===== config.mk =====
export PLATFORM = sky130hd
export DESIGN_NAME = keypad_scan_nibble
export DESIGN_NICKNAME = d
export VERILOG_FILES = /design/src/rtl/keypad_scan_nibble.sv
export SDC_FILE = /design/constraint.sdc
export NUM_CORES = 1
export LEC_CHECK = 0
export ABC_AREA = 1
export CAP_MARGIN = 20
export CORE_ASPECT_RATIO = 0.5
export CORE_UTILIZATION = 40
export CTS_BUF_LIST = sky130_fd_sc_hd__clkbuf_4 sky130_fd_sc_hd__clkbuf_8
export CTS_CLUSTER_DIAMETER = 150
export DETAILED_ROUTE_END_ITERATION = 10
export PLACE_DENSITY = 0.76
export SETUP_SLACK_MARGIN = 0.3
export SLEW_MARGIN = 20
export SYNTH_ARGS = -nofsm -noshare
export SYNTH_HDL_FRONTEND = slang
export SYNTH_SLANG_ARGS = --single-unit

===== constraint.sdc =====
create_clock -name clk -period 1.5 [get_ports clk]
set_input_delay 0.15 -clock clk [delete_from_list [all_inputs] [get_ports clk]]
set_output_delay 0.15 -clock clk [all_outputs]
set_load 0.1 [all_outputs]

===== src/rtl/keypad_scan_nibble.sv =====
// keypad_scan_nibble: scans a 4x4 active-low keypad, debounces presses and releases, and emits
// the {row, col} code with a one-cycle read strobe. Define KEYPAD_SYNC_EN to synchronize cols_in.
module keypad_scan_nibble #(
    parameter int unsigned SCAN_DIV = 4,
    parameter int unsigned DEBOUNCE = 3
) (
    input  logic       clk,
    input  logic       reset,
    input  logic [3:0] cols_in,
    output logic [3:0] rows_out,
    output logic [3:0] nibble,
    output logic       read,
    output logic       key_down
);

    localparam int unsigned DivW = $clog2(SCAN_DIV);
    localparam int unsigned CntW = $clog2(DEBOUNCE + 1);

    typedef enum logic [1:0] {StScan, StDeb, StHeld} state_e;

    state_e          state_q, state_d;
    logic [DivW-1:0] div_q, div_d;
    logic [1:0]      row_q, row_d;
    logic [CntW-1:0] cnt_q, cnt_d;
    logic [3:0]      cand_q, cand_d;
    logic [3:0]      nibble_q, nibble_d;
    logic            read_q, read_d;
    logic            key_down_q, key_down_d;

    logic [3:0]      cs;
    logic            sample;
    logic            hit;
    logic [1:0]      col;
    logic [3:0]      code;
    logic [CntW-1:0] cnt_inc;
    logic            cnt_full;

`ifdef KEYPAD_SYNC_EN
    logic [3:0] sync1_q, sync2_q;

    always_ff @(posedge clk) begin
        if (reset) begin
            sync1_q <= 4'hF;
            sync2_q <= 4'hF;
        end else begin
            sync1_q <= cols_in;
            sync2_q <= sync1_q;
        end
    end

    assign cs = sync2_q;
`else
    assign cs = cols_in;
`endif

    // Lowest-index closed column wins when several are pressed on one row.
    always_comb begin
        col = 2'd0;
        for (int i = 3; i >= 0; i--) begin
            if (!cs[i]) col = 2'(i);
        end
    end

    assign hit      = ~&cs;
    assign code     = {row_q, col};
    assign sample   = (div_q == DivW'(SCAN_DIV - 1));
    assign cnt_inc  = cnt_q + 1'b1;
    assign cnt_full = (cnt_inc == CntW'(DEBOUNCE));

    always_ff @(posedge clk) begin
        if (reset) begin
            state_q    <= StScan;
            div_q      <= '0;
            row_q      <= 2'd0;
            cnt_q      <= '0;
            cand_q     <= 4'h0;
            nibble_q   <= 4'h0;
            read_q     <= 1'b0;
            key_down_q <= 1'b0;
        end else begin
            state_q    <= state_d;
            div_q      <= div_d;
            row_q      <= row_d;
            cnt_q      <= cnt_d;
            cand_q     <= cand_d;
            nibble_q   <= nibble_d;
            read_q     <= read_d;
            key_down_q <= key_down_d;
        end
    end

    always_comb begin
        state_d    = state_q;
        div_d      = sample ? '0 : div_q + 1'b1;
        row_d      = row_q;
        cnt_d      = cnt_q;
        cand_d     = cand_q;
        nibble_d   = nibble_q;
        read_d     = 1'b0;
        key_down_d = key_down_q;

        unique case (state_q)
            StScan: begin
                if (sample) begin
                    if (hit) begin
                        cand_d  = code;
                        cnt_d   = CntW'(1);
                        state_d = StDeb;
                        if (DEBOUNCE == 1) begin
                            nibble_d   = code;
                            read_d     = 1'b1;
                            key_down_d = 1'b1;
                            cnt_d      = '0;
                            state_d    = StHeld;
                        end
                    end else begin
                        row_d = row_q + 1'b1;
                    end
                end
            end
            StDeb: begin
                if (sample) begin
                    if (hit && (code == cand_q)) begin
                        if (cnt_full) begin
                            nibble_d   = cand_q;
                            read_d     = 1'b1;
                            key_down_d = 1'b1;
                            cnt_d      = '0;
                            state_d    = StHeld;
                        end else begin
                            cnt_d = cnt_inc;
                        end
                    end else begin
                        cnt_d   = '0;
                        row_d   = row_q + 1'b1;
                        state_d = StScan;
                    end
                end
            end
            StHeld: begin
                // Any key seen while held restarts the release count; a second key is ignored.
                if (sample) begin
                    if (hit) begin
                        cnt_d = '0;
                    end else if (cnt_full) begin
                        cnt_d      = '0;
                        key_down_d = 1'b0;
                        row_d      = row_q + 1'b1;
                        state_d    = StScan;
                    end else begin
                        cnt_d = cnt_inc;
                    end
                end
            end
            default: state_d = StScan;
        endcase
    end

    always_comb begin
        rows_out = ~(4'b0001 << row_q);
        nibble   = nibble_q;
        read     = read_q;
        key_down = key_down_q;
    end

endmodule


=== Word level (Yosys, flattened, before mapping) ===
Index checks and enable logic that the tools add are counted.

* Register bits after elaboration: 18
* Bits of input ports: 6
* Output and inout port bits: 10
* Word-level logic and storage cells: 82

* Add/subtract/negate cells: 3
* Equal/unequal tests: 16
* Shift operators: 1
* Muxes and demuxes: 35
* Bitwise logic cells: 5
* Reductions and logical operators: 14

{| class="wikitable"
|+ Operators by type and width
! kind !! count
|-
| $mux 2 || 24
|-
| $ne 2x2->1 const B || 10
|-
| $pmux 2 s3 || 3
|-
| $reduce_and 7->1 || 2
|-
| $reduce_and 4->1 || 2
|-
| $reduce_and 8->1 || 1
|-
| $mux 1 || 7
|-
| $add 2x1->2 const B || 3
|-
| $eq 2x2->1 const B || 3
|-
| $reduce_and 5->1 || 1
|-
| $eq 4x4->1 || 1
|-
| $not 1->1 || 4
|-
| $not 4->4 || 1
|-
| $reduce_or 4->1 || 1
|-
| $shl 1x2->4 const A || 1
|-
| $ne 3x3->1 const B || 1
|-
| $reduce_and 3->1 || 1
|-
| $reduce_bool 3->1 || 1
|-
| $eq 2x1->1 const B || 1
|-
| $logic_not 2->1 || 1
|-
| $pmux 1 s2 || 1
|-
| $reduce_bool 2->1 || 1
|-
| $reduce_or 2->1 || 1
|-
| $logic_and 1x1->1 || 1
|-
| $logic_not 1->1 || 1
|}

=== Depth between registers and ports, before layout ===
* Depth after elaboration: 9
* Mapped depth: 11
* Depth with buffers taken out: 11

=== Worst setup path before layout ===
Ideal clock, no wire load.

* Kind: register to register
* From: reg state_q[1]
* To: reg key_down_q, in the netlist key_down
* Setup time: 119 ps
* Data arrival time: 1383 ps
* Required time: 1381 ps
* Path slack: -2 ps
* Stages on the path, launching flop included: 11
* Clock period less this slack: 1502 ps
* Cells stage by stage: dfxtp_1 inv_1 ha_1 nor2_1 nor2_1 inv_2 nand3_2 nor3_1 nand3_1 nand2_1 nor2_1

* Word-level cells in the longest chain between the ends: 3

{| class="wikitable"
|+ Ends and longest elaborated chain
! element !! RTL line !! RTL
|-
| start, declared || 21 || <nowiki>state_e state_q, state_d;</nowiki>
|-
| start signal, assigned || 72 || <nowiki>state_q <= StScan;</nowiki>
|-
| start signal, assigned || 81 || <nowiki>state_q <= state_d;</nowiki>
|-
| $eq 2x1->1 or $eq 2x2->1 (tied branches) || 102 || <nowiki>unique case (state_q)</nowiki>
|-
| $ne 2x2->1 (no line) or $reduce_bool 2->1 (tied branches) || - ||
|-
| $reduce_and 7->1 (no line) || - ||
|-
| end signal, assigned || 88 || <nowiki>key_down_q <= key_down_d;</nowiki>
|-
| end, declared || 28 || <nowiki>logic key_down_q, key_down_d;</nowiki>
|}

Several ways; a longest one is shown, not always the timed one.
A chain may end at the register's enable or synchronous reset.

=== Final worst setup path ===
* From: reg state_q[0]
* To: reg row_q[0]

* Word-level cells in the longest chain between the ends: 3

{| class="wikitable"
|+ Ends and longest elaborated chain
! element !! RTL line !! RTL
|-
| $eq 2x1->1 (tied with other cells) || 102 ||
|-
| $ne 2x2->1 (no line) or $reduce_bool 3->1 (tied branches) || - ||
|-
| $reduce_and 8->1 (no line) || - ||
|-
| end signal, assigned || 83 || <nowiki>row_q <= row_d;</nowiki>
|-
| end, declared || 23 || <nowiki>logic [1:0] row_q, row_d;</nowiki>
|}

Several ways; a longest one is shown, not always the timed one.

==> metrics.csv <==
metric;value;unit
# DRC;0;
cts hold-fix bufs;0;
Pre-antenna DRT Iters;4;
Pint;0.00151;W
Cell Count, Final, Fillers Out;232;
gr usage total;18.4;%
post-synthesis average cell area;6.84;sq um
Setup WS post-layout;0.0331;ns
grt total ovfl;0;
Max Fanout on Critical Path;4;
Req. time, crit path;1.68;ns
RePlAce Congestion;0.881;
crit end category;flop;
largest net degree at the start of global routing;14;
CP max stage cell;dfxtp_4;
Pwr Total;0.00299;W
DIE WIDTH;77.3;microns
TritonCTS clock tree;yes;
sequential fraction of the synthesis area;31.8;%
PwrDens;1720;nW/um^2
syn nets;181;
Cell variety after synth;19;
H-tree levels;1;
Area contributors post-synth;dfxtp_1 32%, nand2_1 13%, ha_1 9.9%;
synthesized area;1130;sq um
Max Cap Violations;0;
leakage;0.800;nW
core area;2640;sq um
status;finished clean;
worst min path class;flop to flop;
via count;1099;
Syn-to-layout area delta;53.0;%
yosys warns;0;
worst skew pair latency;0.25;ns
Final Hold Slack;0.437;ns
vias per std cell;4.74;
Slew Limit Fails;0;
initial antenna violation count;0;
critical-path cell list;inv_4 > ha_4 > nor2_4 > nor2_2 > inv_2 > nand3_4 > nor3_4 > nand2_4 > nand2_2 > nand2_1 > nor2_1;
Initial Utilization;43.1;%
maximum root-to-sink buffer count;2;
antenna cells;0;
Max stage delay on crit path;0.38;ns
Slew headroom;69.6;%
critical setup path kind;flop to flop;
final setup fails;0;
Synth area leader;dfxtp_1;
sw power;0.00147;W
fin crit period;1.47;ns
most common cell after layout, fill and taps aside;nand2_1;
commonest non-fill, non-tap cells in the layout;38 x nand2_1, 19 x nor2_1, 18 x inv_1;
Switching Fraction;49.3;%
DP Wirelength;1810;microns
clk sink count;18;
#FFs+latches synth;18;
Die Area;3070;sq um
clock transition at the registers of the reported paths;0.07;ns
skew final;0.00116;ns
Layout Nets;211;
RSZ-0062 raised after global routing;true;
Clock Tree Root;clkbuf_8;
measured slew at the worst slew-check pin;0.455;ns
Die Ht;39.7;microns
Comb power frac;64.1;%
Routed Antenna Nets;0;
fraction of layout cells with a size suffix above 1;39.5;%
vias in the first global route;916;
TritonCTS Buffers;3;
cell count after placement;222;
Fin. Hold Viols;0;
IO Count;16;
Initial DRC Count;68;
cell count after synthesis;166;
wire per inst;11.7;microns
pre-CTS setup slack;-0.155;ns
setup_tns;0;ns
worst vdd ir;0.000992;V
FP Rows;13;
Clk pwr share;13.2;%
sequential share of power;22.7;%
FMAX;682;MHz
crit start category;flop;
Routed WL;2710;microns
first-pass GRT wire length;4130;microns
CP arrival;1.65;ns
top-area cell type share of the netlist area;31.8;%
final worst path period share;97.8;%
input/output buffers;15;
worst paths after layout:
| path | start | end | slack [ns] | cells after the start |
|---|---|---|---|---|
| setup / recovery | state_q[0]$_SDFFE_PP0P_ | row_q[0]$_SDFFE_PP0P_ | 0.03 | 11 |
| hold / removal | div_q[0]$_SDFF_PP0_ | div_q[0]$_SDFF_PP0_ | 0.44 | 1 |
| setup reg to reg | state_q[0]$_SDFFE_PP0P_ | row_q[0]$_SDFFE_PP0P_ | 0.03 | 11 |
| hold reg to reg | div_q[0]$_SDFF_PP0_ | div_q[0]$_SDFF_PP0_ | 0.44 | 1 |
cell type report:
type,count,area (sq um)
Clock buffer,4,55.1
Multi-Input combinational cell,117,795
Tap cell,37,46.3
Fill cell,200,898
Timing Repair Buffer,25,333
Sequential cell,18,374
Inverter,31,134
worst max-delay path, delay by kind of cell (launching register included):
kind	cells	cell delay (ns)
adder cells (fa/ha/maj)	1	0.17
buffers and inverters	2	0.12
flip-flops	1	0.38
AND/OR/NAND/NOR	8	0.71
power groups by stage:
stage	Sequential, W	Combinational (W)	Clock, W
CTS	0.000677	0.00177	0.000398
floorplan	0.000717	0.00117	0
finish	0.000678	0.00191	0.000393
global placement	0.000684	0.00155	0
global route	0.000688	0.00206	0.000418
detailed placement	0.000687	0.00157	0
layer usage:
metal	wire (microns)	GRT usage (%)	part of all wire (%)	vias to the layer above
met3	79	4.42	2.9	4
met5	0	0	0	-
met4	34	4.25	1.3	0
met1	1250	22.0	46	504
met2	1350	34.7	50	18
li1	-	-	-	573
flip-flops by register name (all words and copies together), names as in the netlist:
signal / count
cnt_q: 2
cand_q: 4
nibble: 4
read: 1
div_q: 2
state_q: 2
row_q: 2
key_down: 1
repair_timing:
item	CTS	global route
gates cloned	1	0
setup buffers	4	1
resized for setup	12	15
endpoints found under the setup margin	20	20
pin swaps	7	9
cells in the mapped netlist (all sizes together):
cell type and instances:
nor3b 1, nand3 10, inv 31, a21oi 10, nand2 50, nor3 4
dfxtp 18, ha 9, nor2 25, o21ai 4, nand4 3, buf 1
cells by family (layout without fill, tap and decap cells):
group | count (synthesis) | count (layout) | share of synthesized area [%]
and+or+nand+nor | 93 | 94 | 40.9
adders and majority gates | 9 | 9 | 9.92
buffers and inverters | 32 | 60 | 11.2
AOI/OAI and AO/OA | 14 | 14 | 6.17
DFF | 18 | 18 | 31.8
per-stage QoR:
step / util, % / instance area, sq um
5_1_grt: 65.9 / 1740
3_3_place_gp: 58.0 / 1530
3_5_place_dp: 58.0 / 1530
2_1_floorplan: - / 1210
6_report: 65.9 / 1740
4_1_cts: 63.3 / 1670
(Power assumes the default switching activity.)
